<file path="src/rtl/adc_avg_filter.sv">
// adc_avg_filter: sliding-window moving average over the last 2^LOG2_DEPTH samples of an ADC
// byte stream, with a hysteresis alarm on the average and optional min/max tracking.
//
// Optional feature macro: ADC_FILTER_MINMAX_EN
//   defined   -> min_out/max_out track the smallest/largest sample since reset/clear
//   undefined -> min_out tied to all ones, max_out tied to zero (ports kept)
//
// Ports:
//   clk        in   system clock, posedge
//   rst        in   asynchronous active-high reset
//   data_in    in   raw sample, qualified by data_valid
//   data_valid in   single-cycle sample strobe
//   clear      in   synchronous flush of window, statistics and alarm (wins over data_valid)
//   avg_out    out  registered windowed average (truncated)
//   avg_valid  out  high once the window has been filled
//   avg_update out  one-cycle pulse per new average while valid
//   alarm      out  hysteresis flag: set at avg >= THRESH_HI, cleared at avg <= THRESH_LO
//   min_out    out  smallest sample since reset/clear
//   max_out    out  largest sample since reset/clear
module adc_avg_filter #(
  parameter int unsigned       DATA_W     = 8,
  parameter int unsigned       LOG2_DEPTH = 3,
  parameter logic [DATA_W-1:0] THRESH_HI  = 8'hC0,
  parameter logic [DATA_W-1:0] THRESH_LO  = 8'h40
) (
  input  logic              clk,
  input  logic              rst,
  input  logic [DATA_W-1:0] data_in,
  input  logic              data_valid,
  input  logic              clear,
  output logic [DATA_W-1:0] avg_out,
  output logic              avg_valid,
  output logic              avg_update,
  output logic              alarm,
  output logic [DATA_W-1:0] min_out,
  output logic [DATA_W-1:0] max_out
);

  localparam int unsigned DEPTH = 1 << LOG2_DEPTH;
  localparam int unsigned SUM_W = DATA_W + LOG2_DEPTH;
  localparam int unsigned CNT_W = LOG2_DEPTH + 1;

  typedef enum logic [0:0] {StFill, StRun} state_e;

  state_e                  state_q, state_d;
  logic [DATA_W-1:0]       window_q [DEPTH];
  logic [DATA_W-1:0]       window_d [DEPTH];
  logic [SUM_W-1:0]        sum_q, sum_d;
  logic [LOG2_DEPTH-1:0]   wr_ptr_q, wr_ptr_d;
  logic [CNT_W-1:0]        count_q, count_d;
  logic [DATA_W-1:0]       avg_q, avg_d;
  logic                    avg_valid_q, avg_valid_d;
  logic                    avg_update_q, avg_update_d;
  logic                    alarm_q, alarm_d;
  logic                    last_fill;

  // This sample completes the first full window.
  assign last_fill = (count_q == CNT_W'(DEPTH - 1));

  // FSM state register
  always_ff @(posedge clk or posedge rst) begin
    if (rst) begin
      state_q <= StFill;
    end else begin
      state_q <= state_d;
    end
  end

  // FSM next state
  always_comb begin
    state_d = state_q;
    if (state_q == StFill && data_valid && last_fill) begin
      state_d = StRun;
    end
    if (clear) begin
      state_d = StFill;
    end
  end

  // FSM outputs (next values of the registered status flags)
  always_comb begin
    count_d      = count_q;
    avg_valid_d  = avg_valid_q;
    avg_update_d = 1'b0;
    unique case (state_q)
      StFill: begin
        if (data_valid) begin
          count_d = count_q + 1'b1;
          if (last_fill) begin
            avg_valid_d  = 1'b1;
            avg_update_d = 1'b1;
          end
        end
      end
      StRun: begin
        avg_valid_d  = 1'b1;
        avg_update_d = data_valid;
      end
      default: ;
    endcase
    if (clear) begin
      count_d      = '0;
      avg_valid_d  = 1'b0;
      avg_update_d = 1'b0;
    end
  end

  // Window, running sum, average and alarm
  always_comb begin
    window_d = window_q;
    sum_d    = sum_q;
    wr_ptr_d = wr_ptr_q;
    avg_d    = avg_q;
    alarm_d  = alarm_q;
    if (clear) begin
      window_d = '{default: '0};
      sum_d    = '0;
      wr_ptr_d = '0;
      avg_d    = '0;
      alarm_d  = 1'b0;
    end else if (data_valid) begin
      // Sum width covers DEPTH full-scale samples, so the add/subtract cannot wrap.
      sum_d              = sum_q + SUM_W'(data_in) - SUM_W'(window_q[wr_ptr_q]);
      window_d[wr_ptr_q] = data_in;
      wr_ptr_d           = wr_ptr_q + 1'b1;
      avg_d              = sum_d[SUM_W-1:LOG2_DEPTH];
      if (avg_update_d) begin
        if (avg_d >= THRESH_HI) begin
          alarm_d = 1'b1;
        end else if (avg_d <= THRESH_LO) begin
          alarm_d = 1'b0;
        end
      end
    end
  end

  always_ff @(posedge clk or posedge rst) begin
    if (rst) begin
      window_q     <= '{default: '0};
      sum_q        <= '0;
      wr_ptr_q     <= '0;
      count_q      <= '0;
      avg_q        <= '0;
      avg_valid_q  <= 1'b0;
      avg_update_q <= 1'b0;
      alarm_q      <= 1'b0;
    end else begin
      window_q     <= window_d;
      sum_q        <= sum_d;
      wr_ptr_q     <= wr_ptr_d;
      count_q      <= count_d;
      avg_q        <= avg_d;
      avg_valid_q  <= avg_valid_d;
      avg_update_q <= avg_update_d;
      alarm_q      <= alarm_d;
    end
  end

  assign avg_out    = avg_q;
  assign avg_valid  = avg_valid_q;
  assign avg_update = avg_update_q;
  assign alarm      = alarm_q;

`ifdef ADC_FILTER_MINMAX_EN
  logic [DATA_W-1:0] min_q, min_d;
  logic [DATA_W-1:0] max_q, max_d;

  always_comb begin
    min_d = min_q;
    max_d = max_q;
    if (clear) begin
      min_d = '1;
      max_d = '0;
    end else if (data_valid) begin
      if (data_in < min_q) min_d = data_in;
      if (data_in > max_q) max_d = data_in;
    end
  end

  always_ff @(posedge clk or posedge rst) begin
    if (rst) begin
      min_q <= '1;
      max_q <= '0;
    end else begin
      min_q <= min_d;
      max_q <= max_d;
    end
  end

  assign min_out = min_q;
  assign max_out = max_q;
`else
  assign min_out = '1;
  assign max_out = '0;
`endif

endmodule

</file>
<file path="config.mk">
export PLATFORM = sky130hd
export DESIGN_NAME = adc_avg_filter
export DESIGN_NICKNAME = d
export VERILOG_FILES = /design/src/rtl/adc_avg_filter.sv
export SDC_FILE = /design/constraint.sdc
export NUM_CORES = 1
export LEC_CHECK = 0
export ABC_AREA = 1
export CELL_PAD_IN_SITES_DETAIL_PLACEMENT = 1
export CELL_PAD_IN_SITES_GLOBAL_PLACEMENT = 1
export CORE_MARGIN = 10
export CORE_UTILIZATION = 48
export DETAILED_ROUTE_END_ITERATION = 8
export PLACE_DENSITY_LB_ADDON = 0.1
export SETUP_SLACK_MARGIN = 0.4
export SYNTH_ARGS = -nofsm -noshare
export SYNTH_HDL_FRONTEND = slang
export SYNTH_SLANG_ARGS = --single-unit
</file>
<file path="constraint.sdc">
create_clock -name clk -period 10.21 [get_ports clk]
set_input_delay 1.021 -clock clk [delete_from_list [all_inputs] [get_ports clk]]
set_output_delay 1.021 -clock clk [all_outputs]
set_load 0.02 [all_outputs]
</file>
==> results.json, run 1 <==
{
  "clk_latency_ps": 370,
  "fin_skew_ps": 13.7,
  "netlist_area_mm2": 0.00485,
  "period_minus_slack_ps": 3900,
  "cts-root-buf": "clkbuf_8",
  "yosysMostFrequentCell": "nand2_1",
  "synth_area_leader_cell": "dfrtp_1",
  "drv_slew": 0,
  "antenna_found_initial": 0,
  "multi_input_area_mm2": 0.00210,
  "worst_slack_ps": 6310,
  "dpl_worst_slack_ps": 6350,
  "die_x_um": 121,
  "synth_area_leaders": "dfrtp_1 44%, nand2_1 7.8%, inv_1 6.9%, nand3_1 6.0%, o22ai_1 4.5%",
  "final_area_mm2": 0.00518,
  "async_flop_share": 1.00,
  "syn_avg_cell_area_um2": 8.53,
  "rows": 36,
  "grt_max_degree": 60,
  "cts_tree": "yes",
  "cts_hold_buf": 0,
  "path_clk_slew_ps": 90,
  "regArea_mm2": 0.00215,
  "max_stage_delay_ps": 590,
  "synth_edf_count": 0,
  "post_dp_cell_area_mm2": 0.00501,
  "setup_tns_ps": 0,
  "start_util": 0.494,
  "ant_nets": 0,
  "syn_to_final_growth_pct": 6.83,
  "drt_iter0_markers": 200,
  "via_per_inst": 5.59,
  "cts_made_buffers": 9,
  "worst_slew_pin_slew_ps": 715,
  "crit_fanout": 8,
  "diodes": 0,
  "hold_depth": 2,
  "pin_count": 39,
  "firstDrtPassIters": 5,
  "cellPowerDensity_mw_per_mm2": 209,
  "cellLeakagePower_nw": 2.46,
  "place_congestion": 0.861,
  "max_slew_margin": 0.522,
  "cp-start-kind": "register",
  "synthFlopType": "dfrtp_1",
  "core-area_mm2": 0.00982,
  "die_h_um": 121,
  "htreeDepth": 3,
  "crit_chain": "inv_2 > nand2_1 > inv_2 > nand2_1 > o21ai_0 > a221oi_1 > o2111ai_1 > fa_1 > inv_1 > ha_1 > nand2_1 > inv_1 > nand2_1 > nand2_1 > nand2_1 > nand3_1 > nand2_1 > nand2_1 > nor2_1 > nor2_1 > nand3_1 > nand2_1 > nand2_1 > nand2_1",
  "grt_pass1_wl_um": 22200,
  "vias": 3984,
  "ys_seq_area_frac": 0.444,
  "wl_um": 13500,
  "slowest_stage": "dfrtp_1",
  "fill_cells": 1213,
  "cp_common_cell": "nand2_1",
  "wl_per_cell_um": 19.0,
  "nets": 610,
  "finalSetupViolCount": 0,
  "arrival_ps": 4170,
  "ir_drop_mv": 0.0857,
  "outcome": "finished, final reports clean",
  "period_share": 0.382,
  "hold_viol_final": 0,
  "cts_setup_buffers": 0,
  "reg2reg_depth": 24,
  "hp-class": "register to register",
  "worstPathRequired_ps": 10480,
  "drcViolationCount": 0,
  "grt_pass1_vias": 4244,
  "overflow": 0,
  "clockBufferDepth": 2,
  "grt_usage": 0.192,
  "die_area_mm2": 0.0145,
  "yosys_warnings": 0,
  "rsz0062_at_grt": "no",
  "yosys-top-cells-count": "101 x nand2_1, 89 x inv_1, 86 x dfrtp_1",
  "io_buffers": 22,
  "place_inst": 699,
  "finalNonFillerCells": 713,
  "fmax_ghz": 0.256,
  "synth_top_area_frac": 0.444,
  "drive_gt1_frac": 0.0603,
  "hpwl_um": 9930,
  "clock_sinks": 86,
  "worstSetupEndpointType": "register",
  "drv_cap": 0,
  "synth-seq-cells": 86,
  "yosysUniqueCellTypes": 34,
  "postSynthCellCount": 569,
  "ctsResizeCount": 0,
  "final_util": 0.528,
  "path_class": "register to register"
}
[cell type report]
type	count	area share
clock buffer	11	0.0292
clock inverter	3	0.00410
inverter	94	0.0688
multi-input combinational	362	0.405
sequential	86	0.415
tap	133	0.0321
timing repair buffer	24	0.0454
[logic make-up after synthesis]
family,synth area share
compound gates,0.154
xor+xnor,0.00722
fa+ha+maj,0.0665
buf+inv,0.134
flops,0.444
other cells,0.00155
simple gates,0.192
[registers in the layout, indices dropped and copies added, names as in the netlist]
signal and cells:
wr_ptr_q 3, state_q 1, avg_update 1, sum_q 11
alarm 1, count_q 4, avg_valid 1, window_q 64
[report_power, final]
group	internal [W]	leakage [nW]	switching (W)
registers	0.000362	1.18	0.0000155
clock network	0.0000991	0.0873	0.000124
logic	0.000164	1.18	0.000317
[critical path: cells and delay by family, from the launching register on]
kind	cells	cell delay (ps)
AND/OR/NAND/NOR	15	1380
adder cells (fa/ha/maj)	2	880
flip-flops	1	590
AO/OA/AOI/OAI	3	560
buffers and inverters	4	400
[stage by stage]
stage                     hold slack (ps)  total power [W]
after floorplan                       478         0.000747
after global placement                475         0.000847
after detailed placement              481         0.000862
after CTS                             501          0.00109
after global routing                  541          0.00117
final                                 498          0.00108
[final timing paths]
path	start	end	slack, ps
worst min-delay path	avg_valid	avg_valid	500
min in group asynchronous	rst	window_q[49]	1040
worst max-delay path	wr_ptr_q[0]	alarm	6310
worst min register to register	avg_valid	avg_valid	500
max in group asynchronous	rst	window_q[40]	8060
worst max register to register	wr_ptr_q[0]	alarm	6310
[layout by cell type (no fill, tap or decap), drive strengths merged, types with 8 or more instances in the layout]
cell type / n
a221oi: 9
ha: 13
inv: 93
clkbuf: 11
fa: 8
nand3: 58
nor3: 8
o22ai: 35
o21ai: 56
dfrtp: 86
a21oi: 10
conb: 16
clkdlybuf4s50: 22
nor2: 19
nand2: 105
[layer usage]
metal | routed length, um | up-vias | GRT usage
met2 | 6490 | 80 | 0.309
met3 | 582 | 25 | 0.0289
met4 | 285 | 0 | 0.0822
li1 | - | 1880 | -
met5 | 0 | - | 0
met1 | 6180 | 1999 | 0.254
Power figures use the tool's default switching activity.
==> run 2, diff against run 1 <==
- CORE_UTILIZATION: 48 -> 44
- clock period: 10.21 -> 3.65 ns (I/O delays scaled with it)
==> run 2 against run 1 <==
Net effect: worst setup slack got worse by 6200 ps; largest power group unchanged; critical path depth shrank 5; non-clock buffer count grew 63; critical endpoint unchanged; clock power rose to 3.2 times the previous value; sequential share of layout area shrank 7.3 points; register-to-register slack worse by 6200 ps.
==> results.json, run 2 (same netlist as run 1, synthesis figures left out) <==
{
  "r2r_end": "alarm",
  "largest_reg_flops": 64,
  "cp_common_cell": "nand2_1",
  "path_buf_inv": 5,
  "worst_slew_pin_slew_ps": 727,
  "cellLeakagePower_nw": 2.87,
  "clk_latency_ps": 390,
  "worstSetupEndpointType": "register",
  "cts_made_buffers": 9,
  "wl_um": 16800,
  "finalSetupViolCount": 0,
  "arrival_ps": 3840,
  "clock_sinks": 86,
  "grt_usage": 0.198,
  "start_util": 0.448,
  "cts_tree": "yes",
  "rows": 38,
  "cts_hold_buf": 0,
  "drive_gt1_frac": 0.300,
  "crit_chain": "inv_4 > buf_4 > nor3_4 > buf_6 > a221oi_4 > o2111ai_4 > fa_1 > inv_2 > ha_4 > a21oi_1 > nand2_2 > buf_4 > xor2_1 > nor2_1 > nand3_1 > nand3_1 > nand2_1 > nand2_1 > nand2_1",
  "worst_slack_ps": 104,
  "max_slew_margin": 0.515,
  "drt_iter0_markers": 362,
  "cp-start-kind": "register",
  "fill_cells": 1223,
  "die_area_mm2": 0.0156,
  "reg2reg_depth": 19,
  "cellPowerDensity_mw_per_mm2": 649,
  "cts-root-buf": "clkbuf_8",
  "crit_fanout": 6,
  "rsz0062_at_grt": "yes",
  "grt_pass1_wl_um": 25000,
  "outcome": "finished, final reports clean",
  "core-area_mm2": 0.0108,
  "path_delay_family": "adder cells",
  "drv_cap": 0,
  "die_x_um": 125,
  "dpl_worst_slack_ps": -28.0,
  "hp-class": "input pin to async pin",
  "path_clk_slew_ps": 100,
  "htreeDepth": 3,
  "reg2reg_from": "wr_ptr_q[0]",
  "drcViolationCount": 0,
  "pin_count": 39,
  "via_per_inst": 5.58,
  "grt_pass1_vias": 4712,
  "io_buffers": 22,
  "ir_drop_mv": 0.471,
  "diodes": 0,
  "vias": 4367,
  "overflow": 0,
  "layout_common_cells": "83 x dfrtp_1, 78 x inv_1, 76 x nand2_1",
  "worstPathRequired_ps": 3940,
  "final_common_cell": "dfrtp_1",
  "antenna_found_initial": 0,
  "path_class": "register to register",
  "final_util": 0.582,
  "fmax_ghz": 0.282,
  "slowest_stage": "fa_1",
  "wl_per_cell_um": 21.5,
  "regMostFlops": "window_q",
  "multi_input_area_mm2": 0.00263,
  "grt_max_degree": 37,
  "syn_to_final_growth_pct": 29.9,
  "drv_slew": 0,
  "place_congestion": 0.863,
  "biggestRegsByFlops": "window_q: 64 flops, sum_q: 11 flops, count_q: 4 flops",
  "nets": 673,
  "die_h_um": 125,
  "ant_nets": 0,
  "max_stage_delay_ps": 580,
  "rrSetupSlack_ps": 100,
  "regArea_mm2": 0.00216,
  "fin_skew_ps": 13.5,
  "period_share": 0.971,
  "firstDrtPassIters": 4,
  "clockBufferDepth": 2,
  "hold_viol_final": 0,
  "hpwl_um": 10800,
  "period_minus_slack_ps": 3550,
  "setup_tns_ps": 0
}
-- run 2: per-layer routing --
metal  vias up  routed length [um]  track usage
met5         -                   0            0
met4         0                 322       0.0657
met3        28                 769       0.0414
met2        85                8600        0.329
met1      2246                7150        0.252
li1       2008                   -            -
-- run 2: per-stage QoR --
step,instance area (um2),total power (W),instances,hold slack (ps)
6_report,6300,0.00409,783,388
2_1_floorplan,4900,0.00209,583,478
3_3_place_gp,5360,0.00263,748,487
5_1_grt,6300,0.00433,783,466
4_1_cts,5970,0.00362,775,410
3_5_place_dp,5360,0.00267,748,493
-- run 2: power by group --
part,switching (W),internal (W)
clock network,0.000369,0.000348
logic,0.00133,0.000988
registers,0.0000443,0.00101
-- run 2: final cells by class --
| type | instances | area share |
|---|---|---|
| clock inverter | 3 | 0.00695 |
| inverter | 94 | 0.0581 |
| clock buffer | 11 | 0.0240 |
| timing repair buffer | 87 | 0.124 |
| tap | 140 | 0.0278 |
| multi-input combinational | 362 | 0.418 |
| sequential | 86 | 0.342 |
-- run 2: repair_timing --
action	4_1_cts	5_1_grt
setup endpoints to repair	9	9
resized for setup	63	67
gates cloned	0	0
setup buffers	13	8
pin swaps	22	35
-- run 2: worst max path at each step --
stage                  to         from  depth (start not counted)  slack [ps]
floorplan           alarm  wr_ptr_q[0]                         21         450
CTS                 alarm  wr_ptr_q[2]                         26         280
detailed placement  alarm  wr_ptr_q[2]                         21         -30
finish              alarm  wr_ptr_q[0]                         19         100
global placement    alarm  wr_ptr_q[2]                         21         -50
global route        alarm  wr_ptr_q[0]                         26         -80
==> run 3, diff against run 2 <==
- CTS_CLUSTER_DIAMETER: default -> 60
==> results of run 3 <==
The final DEF is identical to that of run 2; final timing and power are the same.
